[src/rtl/core_seq_pkg.sv]
// Shared constants and types for the core_seq_dec fetch/decode sequencer.
// Covers the OP-IMM encodings, the sequencer states and the op-strobe bundle.
package core_seq_pkg;

    localparam logic [6:0] OPC_OP_IMM = 7'b0010011;

    localparam logic [2:0] F3_ADDI  = 3'b000;
    localparam logic [2:0] F3_SLLI  = 3'b001;
    localparam logic [2:0] F3_SLTI  = 3'b010;
    localparam logic [2:0] F3_SLTIU = 3'b011;
    localparam logic [2:0] F3_XORI  = 3'b100;
    localparam logic [2:0] F3_SRXI  = 3'b101;
    localparam logic [2:0] F3_ORI   = 3'b110;
    localparam logic [2:0] F3_ANDI  = 3'b111;

    localparam logic [6:0] F7_ZERO = 7'b0000000;
    localparam logic [6:0] F7_SRA  = 7'b0100000;

    typedef enum logic [1:0] {
        StIdle,
        StFetch,
        StExec,
        StHalt
    } state_e;

    // First member lands in the MSB: addi is bit 8, srai is bit 0.
    typedef struct packed {
        logic addi;
        logic slti;
        logic sltiu;
        logic xori;
        logic ori;
        logic andi;
        logic slli;
        logic srli;
        logic srai;
    } op_strobes_t;

endpackage

[src/rtl/core_seq_dec_if.sv]
// Instruction-memory request/ready port between core_seq_dec and its fetch memory.
interface core_seq_dec_if;
    logic        imem_req;
    logic [31:0] imem_addr;
    logic        imem_ready;
    logic [31:0] imem_rdata;

    modport master (
        output imem_req,
        output imem_addr,
        input  imem_ready,
        input  imem_rdata
    );

    modport slave (
        input  imem_req,
        input  imem_addr,
        output imem_ready,
        output imem_rdata
    );
endinterface

[src/rtl/core_seq_dec_op_imm_decode.sv]
// Combinational OP-IMM decoder: one-hot op strobes plus an illegal flag.
module op_imm_decode
    import core_seq_pkg::*;
(
    input  logic [31:0] instr_i,
    output op_strobes_t strobes_o,
    output logic        illegal_o
);

    logic [6:0] opcode;
    logic [2:0] funct3;
    logic [6:0] funct7;
    logic       unused_fields;

    assign opcode        = instr_i[6:0];
    assign funct3        = instr_i[14:12];
    assign funct7        = instr_i[31:25];
    assign unused_fields = ^instr_i[24:15] ^ ^instr_i[11:7];

    always_comb begin
        strobes_o = '0;
        illegal_o = 1'b1;
        if (opcode == OPC_OP_IMM) begin
            illegal_o = 1'b0;
            unique case (funct3)
                F3_ADDI:  strobes_o.addi  = 1'b1;
                F3_SLTI:  strobes_o.slti  = 1'b1;
                F3_SLTIU: strobes_o.sltiu = 1'b1;
                F3_XORI:  strobes_o.xori  = 1'b1;
                F3_ORI:   strobes_o.ori   = 1'b1;
                F3_ANDI:  strobes_o.andi  = 1'b1;
                F3_SLLI: begin
                    if (funct7 == F7_ZERO) strobes_o.slli = 1'b1;
                    else                   illegal_o      = 1'b1;
                end
                F3_SRXI: begin
                    if (funct7 == F7_ZERO)     strobes_o.srli = 1'b1;
                    else if (funct7 == F7_SRA) strobes_o.srai = 1'b1;
                    else                       illegal_o      = 1'b1;
                end
            endcase
        end
    end

endmodule

[src/rtl/core_seq_dec.sv]
// Fetch/decode sequencer: fetches one OP-IMM word, runs EXEC_CYCLES execute cycles, advances pc.
// Optional CORE_SEQ_ILLEGAL_HALT_EN: an illegal word parks the core in HALT instead of skipping.
module core_seq_dec
    import core_seq_pkg::*;
#(
    parameter logic [31:0] RESET_PC    = 32'h0000_0000,
    parameter int unsigned EXEC_CYCLES = 4
) (
    input  logic           hclk,
    input  logic           hrstn,
    input  logic           core_en,
    core_seq_dec_if.master imem,
    output logic [31:0]    pc,
    output logic [3:0]     cycle_cnt,
    output logic           dec_branch_en,
    output logic           dec_addi,
    output logic           dec_slti,
    output logic           dec_sltiu,
    output logic           dec_xori,
    output logic           dec_ori,
    output logic           dec_andi,
    output logic           dec_slli,
    output logic           dec_srli,
    output logic           dec_srai,
    output logic [11:0]    dec_imm_type_i,
    output logic [4:0]     dec_rd,
    output logic [4:0]     dec_rs1,
    output logic           dec_illegal,
    output logic           instr_retired
);

    state_e      state_q, state_d;
    logic [31:0] pc_q, pc_d, pc_next;
    logic [3:0]  cnt_q, cnt_d;
    op_strobes_t ops_q, ops_d, dec_ops;
    logic        dec_bad;
    logic [11:0] imm_q, imm_d;
    logic [4:0]  rd_q, rd_d, rs1_q, rs1_d;
    logic        illegal_q, illegal_d;
    logic        retired_q, retired_d;

    // Decode the word on the bus so the strobes are registered on the accepting edge.
    op_imm_decode u_decode (
        .instr_i   (imem.imem_rdata),
        .strobes_o (dec_ops),
        .illegal_o (dec_bad)
    );

    assign pc_next = pc_q + 32'd4;

    always_comb begin
        state_d   = state_q;
        pc_d      = pc_q;
        cnt_d     = cnt_q;
        ops_d     = ops_q;
        imm_d     = imm_q;
        rd_d      = rd_q;
        rs1_d     = rs1_q;
        illegal_d = 1'b0;
        retired_d = 1'b0;
        unique case (state_q)
            StIdle: begin
                if (core_en) state_d = StFetch;
            end
            StFetch: begin
                if (imem.imem_ready) begin
                    imm_d = imem.imem_rdata[31:20];
                    rd_d  = imem.imem_rdata[11:7];
                    rs1_d = imem.imem_rdata[19:15];
                    if (dec_bad) begin
                        illegal_d = 1'b1;
`ifdef CORE_SEQ_ILLEGAL_HALT_EN
                        state_d   = StHalt;
`else
                        pc_d      = pc_next;
                        state_d   = core_en ? StFetch : StIdle;
`endif
                    end else begin
                        ops_d   = dec_ops;
                        cnt_d   = 4'd1;
                        state_d = StExec;
                    end
                end
            end
            StExec: begin
                if (cnt_q == 4'(EXEC_CYCLES)) begin
                    cnt_d     = 4'd0;
                    ops_d     = '0;
                    pc_d      = pc_next;
                    retired_d = 1'b1;
                    state_d   = core_en ? StFetch : StIdle;
                end else begin
                    cnt_d = cnt_q + 4'd1;
                end
            end
            StHalt: begin
                state_d = StHalt;
            end
            default: state_d = StIdle;
        endcase
    end

    always_ff @(posedge hclk or negedge hrstn) begin
        if (!hrstn) begin
            state_q   <= StIdle;
            pc_q      <= RESET_PC;
            cnt_q     <= 4'd0;
            ops_q     <= '0;
            imm_q     <= 12'd0;
            rd_q      <= 5'd0;
            rs1_q     <= 5'd0;
            illegal_q <= 1'b0;
            retired_q <= 1'b0;
        end else begin
            state_q   <= state_d;
            pc_q      <= pc_d;
            cnt_q     <= cnt_d;
            ops_q     <= ops_d;
            imm_q     <= imm_d;
            rd_q      <= rd_d;
            rs1_q     <= rs1_d;
            illegal_q <= illegal_d;
            retired_q <= retired_d;
        end
    end

    assign imem.imem_req  = (state_q == StFetch);
    assign imem.imem_addr = pc_q;

    assign pc             = pc_q;
    assign cycle_cnt      = cnt_q;
    assign dec_branch_en  = (state_q == StExec);
    assign {dec_addi, dec_slti, dec_sltiu, dec_xori, dec_ori, dec_andi,
            dec_slli, dec_srli, dec_srai} = ops_q;
    assign dec_imm_type_i = imm_q;
    assign dec_rd         = rd_q;
    assign dec_rs1        = rs1_q;
    assign dec_illegal    = illegal_q;
    assign instr_retired  = retired_q;

endmodule
[src/flat_wrapper.sv]
// flat-port wrapper written by rule: the top's interface ports become plain ports
module core_seq_dec_flat import core_seq_pkg::*;
#(
    parameter logic [31:0] RESET_PC    = 32'h0000_0000,
    parameter int unsigned EXEC_CYCLES = 4
)
  (hclk, hrstn, core_en, pc, cycle_cnt, dec_branch_en, dec_addi, dec_slti, dec_sltiu, dec_xori, dec_ori, dec_andi, dec_slli, dec_srli, dec_srai, dec_imm_type_i, dec_rd, dec_rs1, dec_illegal, instr_retired, imem_imem_req, imem_imem_addr, imem_imem_ready, imem_imem_rdata);
  core_seq_dec_if imem_i ();
  input  logic hclk;
  input  logic hrstn;
  input  logic core_en;
  output logic [31:0] pc;
  output logic [3:0] cycle_cnt;
  output logic dec_branch_en;
  output logic dec_addi;
  output logic dec_slti;
  output logic dec_sltiu;
  output logic dec_xori;
  output logic dec_ori;
  output logic dec_andi;
  output logic dec_slli;
  output logic dec_srli;
  output logic dec_srai;
  output logic [11:0] dec_imm_type_i;
  output logic [4:0] dec_rd;
  output logic [4:0] dec_rs1;
  output logic dec_illegal;
  output logic instr_retired;
  output wire logic [$bits(imem_i.imem_req)-1:0] imem_imem_req;
  output wire logic [$bits(imem_i.imem_addr)-1:0] imem_imem_addr;
  input wire logic [$bits(imem_i.imem_ready)-1:0] imem_imem_ready;
  input wire logic [$bits(imem_i.imem_rdata)-1:0] imem_imem_rdata;
  assign imem_imem_req = imem_i.imem_req;
  assign imem_imem_addr = imem_i.imem_addr;
  assign imem_i.imem_ready = imem_imem_ready;
  assign imem_i.imem_rdata = imem_imem_rdata;
  core_seq_dec #(.RESET_PC(RESET_PC), .EXEC_CYCLES(EXEC_CYCLES)) u_core (.hclk(hclk), .hrstn(hrstn), .core_en(core_en), .imem(imem_i), .pc(pc), .cycle_cnt(cycle_cnt), .dec_branch_en(dec_branch_en), .dec_addi(dec_addi), .dec_slti(dec_slti), .dec_sltiu(dec_sltiu), .dec_xori(dec_xori), .dec_ori(dec_ori), .dec_andi(dec_andi), .dec_slli(dec_slli), .dec_srli(dec_srli), .dec_srai(dec_srai), .dec_imm_type_i(dec_imm_type_i), .dec_rd(dec_rd), .dec_rs1(dec_rs1), .dec_illegal(dec_illegal), .instr_retired(instr_retired));
endmodule
[config.mk]
export PLATFORM = sky130hd
export DESIGN_NAME = core_seq_dec_flat
export DESIGN_NICKNAME = d
export VERILOG_FILES = /design/src/rtl/core_seq_pkg.sv /design/src/rtl/core_seq_dec_if.sv /design/src/rtl/core_seq_dec_op_imm_decode.sv /design/src/rtl/core_seq_dec.sv /design/src/flat_wrapper.sv
export SDC_FILE = /design/constraint.sdc
export NUM_CORES = 1
export LEC_CHECK = 0
export ABC_CLOCK_PERIOD_IN_PS = 4600
export BUFFER_PORTS_ARGS = -buffer_cell sky130_fd_sc_hd__buf_4
export CAP_MARGIN = 15
export CORE_MARGIN = 3
export CORE_UTILIZATION = 52
export CTS_CLUSTER_DIAMETER = 100
export DETAILED_ROUTE_END_ITERATION = 8
export GPL_TIMING_DRIVEN = 1
export MAX_ROUTING_LAYER = met4
export PLACE_DENSITY = 0.85
export SETUP_SLACK_MARGIN = 0.05
export SYNTH_ARGS = -nofsm -noshare
export SYNTH_HDL_FRONTEND = slang
export SYNTH_SLANG_ARGS = --single-unit
[constraint.sdc]
create_clock -name hclk -period 4.6 [get_ports hclk]
set_input_delay 0.46 -clock hclk [delete_from_list [all_inputs] [get_ports hclk]]
set_output_delay 0.46 -clock hclk [all_outputs]
set_load 0.02 [all_outputs]
==> reports/results.md <==
- number of buffers created by CTS: 9
- site row count: 28
- combined area of the multi-input logic cells: 1351 um2
- total number of yosys warnings: 0
- vias in the first global route: 2606
- PostCTS Resize Cnt: 0
- P per Cell Area: 496.9 nW/um2
- antenna diode count: 0
- final slew viol count: 0
- dominant synthesized flop cell: sky130_fd_sc_hd__dfrtp_1
- cell types with the highest counts after synthesis: sky130_fd_sc_hd__dfrtp_1 (69), sky130_fd_sc_hd__buf_4 (34), sky130_fd_sc_hd__nand2_1 (25)
- launching element type of the critical path: primary input
- detailed-route vias per instance: 5.334
- post-synth top area cell: sky130_fd_sc_hd__dfrtp_1
- final RePlAce weighted congestion: 0.8288
- first-pass GRT wire length: 12440 um
- worst slew slack as a fraction of its limit: 31.67%
- DRT Wirelength: 7810 um
- dpl cells: 475
- layout cell share with drive strength beyond 1: 42.79%
- GRT overflow: 0
- status: finished clean
- antenna violations before repair: 0
- part of the total power dissipated in the clock network: 23.3%
- CTS sink cnt: 69
- top-level port count: 139
- worst slew pin tran: 1.021 ns
- core footprint: 6096 um2
- number of hold buffers added after cts: 0
- number of endpoints with negative hold slack in the final report: 0
- Syn Std Cell Area: 3387 um2
- DRC violations left: 0
- Layout Nets: 450
- Skew-Pair Late Insertion Delay: 0.33 ns
- initial core utilization: 55.56%
- RSZ-0062 raised after global routing: false
- Worst setup EP type: flip-flop
- Syn Inst Count: 303
- highest clock frequency the design can meet: 0.4289 GHz
- Reg power frac: 39.4%
- peak ir drop on the vdd network: 0.3887 mV
- top-count cell post-synth: sky130_fd_sc_hd__dfrtp_1
- max incr delay on CP: 0.88 ns
- WHS: 0.2176 ns
- area share of the leading cell type in the synthesized netlist: 50.98%
- Bufs on Longest Clock Path: 2
- period utilisation layout: 50.68%
- count of non-filler cells in the finished layout: 491
- startpoint-to-endpoint class of the critical path: in -> reg
- CTS tree: built
- # port buffers: 134
- max_cap viols: 0
- GRT Resource Usage Total: 21.60%
- die width: 86.71 um
- final number of setup-violating endpoints: 0
- number of vias in the routed layout: 2619
- buffer count from post-CTS setup fixing: 0
- data arrival time at the worst-slack endpoint: 2.53 ns
- combinational cell fraction of total power: 37.3%
- Post-DRT Antenna Nets: 0
- EDFF count, synth: 0
- final core utilization: 72.56%
- layout-stage area growth over the synthesis result: 30.59%
- master of the slowest instance on the critical path: sky130_fd_sc_hd__o41ai_4
- fraction of registers with async set/reset: 100.0%
- clk_skew: 0.008762 ns
- reported net switching power: 785.7 uW
- post-layout min period: 2.331 ns
- average wire length per cell after detail routing: 15.91 um
- internal power component: 1412 uW
- die height: 86.71 um
- # fillers: 474
- switch share: 35.75%
- initial drt markers: 88
- full die area: 7518 um2
- post-synthesis sequential element count: 69
- storage element area: 1727 um2
- maximum fanout along the worst path: 18
- Distinct cells, synth: 40
- sequential fraction of the synthesis area: 50.98%
- Reg clk slew, reported paths: 0.07 ns
- count of TritonRoute iterations in the first routing pass: 4
- Area contributors post-synth: sky130_fd_sc_hd__dfrtp_1 (51%), sky130_fd_sc_hd__buf_4 (7.5%), sky130_fd_sc_hd__mux2_2 (7.3%)
- buffer type at the clock tree root: sky130_fd_sc_hd__clkbuf_8
- required time of the critical path: 4.80 ns
- cells along the critical path: buf_4 > nor4b_2 > nand2_1 > o41ai_4 > nor4_1 > xor2_1
- post-detail-place hpwl: 5893 um
- maximum level of the CTS H-tree: 3
- leakage: 0.002028 uW
- post-synthesis average cell area: 11.18 um2
- worst hold-check path type: in -> async
- setup TNS after final layout: 0 ns
- pin count of the biggest net entering global routing: 70
## per-layer routing
layer	wire length (um)	vias to the layer above	track usage, %
met4	93	0	7.507
met3	599	8	3.612
met1	3170	1266	26.46
met5	0	-	-
li1	-	1231	-
met2	3947	114	36.23
## area by class of cell
class	count	area share [%]
sequential	69	39.04
tap	75	2.122
multi-input combinational	189	30.55
inverter	7	0.5941
clock inverter	3	0.9618
timing repair buffer	135	22.91
clock buffer	13	3.819
## cells by family after synthesis
family	Yosys count	share of synthesized area, %
compound gates	18	4.285
xor+xnor	29	7.499
fa+ha+maj	3	1.108
buf+inv	48	9.457
flops	69	50.98
mux	30	9.974
other cells	1	0.1107
simple gates	105	16.59
## critical path: cells and delay by family
family / cells / cell delay [ns]
compound gates: 1 / 0.88
xor+xnor: 1 / 0.19
buf+inv: 1 / 0.11
simple gates: 3 / 0.88
## placed cells by master, fill, tap and decap left out, drive strengths merged, types with 2 or more instances in the layout
cell type  count
o31ai          3
nand2b         3
nand4          7
mux2          30
nor3          12
nor2          15
xnor2         15
a21oi          4
nor4          12
conb           4
inv            6
a31oi          2
xor2          14
dfrtp         69
nand2         25
clkinv         2
clkbuf        13
nand3b         3
a21o           2
or3            3
and3           5
ha             3
o21ai          4
buf          135
nand3         15
## stage by stage
step	power [uW]	area, um2	setup WS [ns]
3_3_place_gp	1671	4212	2.048
6_report	2198	4423	2.269
5_1_grt	2306	4423	2.095
4_1_cts	2212	4423	2.270
2_1_floorplan	1358	3398	2.609
3_5_place_dp	1705	4212	1.965
## power groups by stage
stage	logic, uW	registers, uW	clock network, uW
2_1_floorplan	331	1030	0
3_3_place_gp	805	866	0
3_5_place_dp	830	875	0
4_1_cts	831	864	517
5_1_grt	875	888	543
6_report	820	865	513
## state kept, by name (all words and copies together) (netlist names), 2 cells and up
signal and count:
u_core.dec_imm_type_i 12, u_core.cycle_cnt 4, u_core.dec_rd 5, u_core.dec_rs1 5, u_core.imem.imem_addr 30, u_core.state_q 2
## worst paths after layout
kind                                           from                         to  slack [ns]  cells past startpoint
min in group hclk                   imem_imem_ready          u_core.state_q[0]        0.34                      2
worst min register to register      u_core.dec_srli            u_core.dec_srli        0.49                      1
worst max register to register  u_core.cycle_cnt[0]  u_core.imem.imem_addr[22]        2.47                      7
max in group asynchronous                     hrstn  u_core.imem.imem_addr[22]        3.81                      1
worst max-delay path             imem_imem_rdata[2]  u_core.imem.imem_addr[17]        2.27                      6
worst min-delay path                          hrstn            u_core.dec_xori        0.22                      1
(Power assumes the default switching activity.)
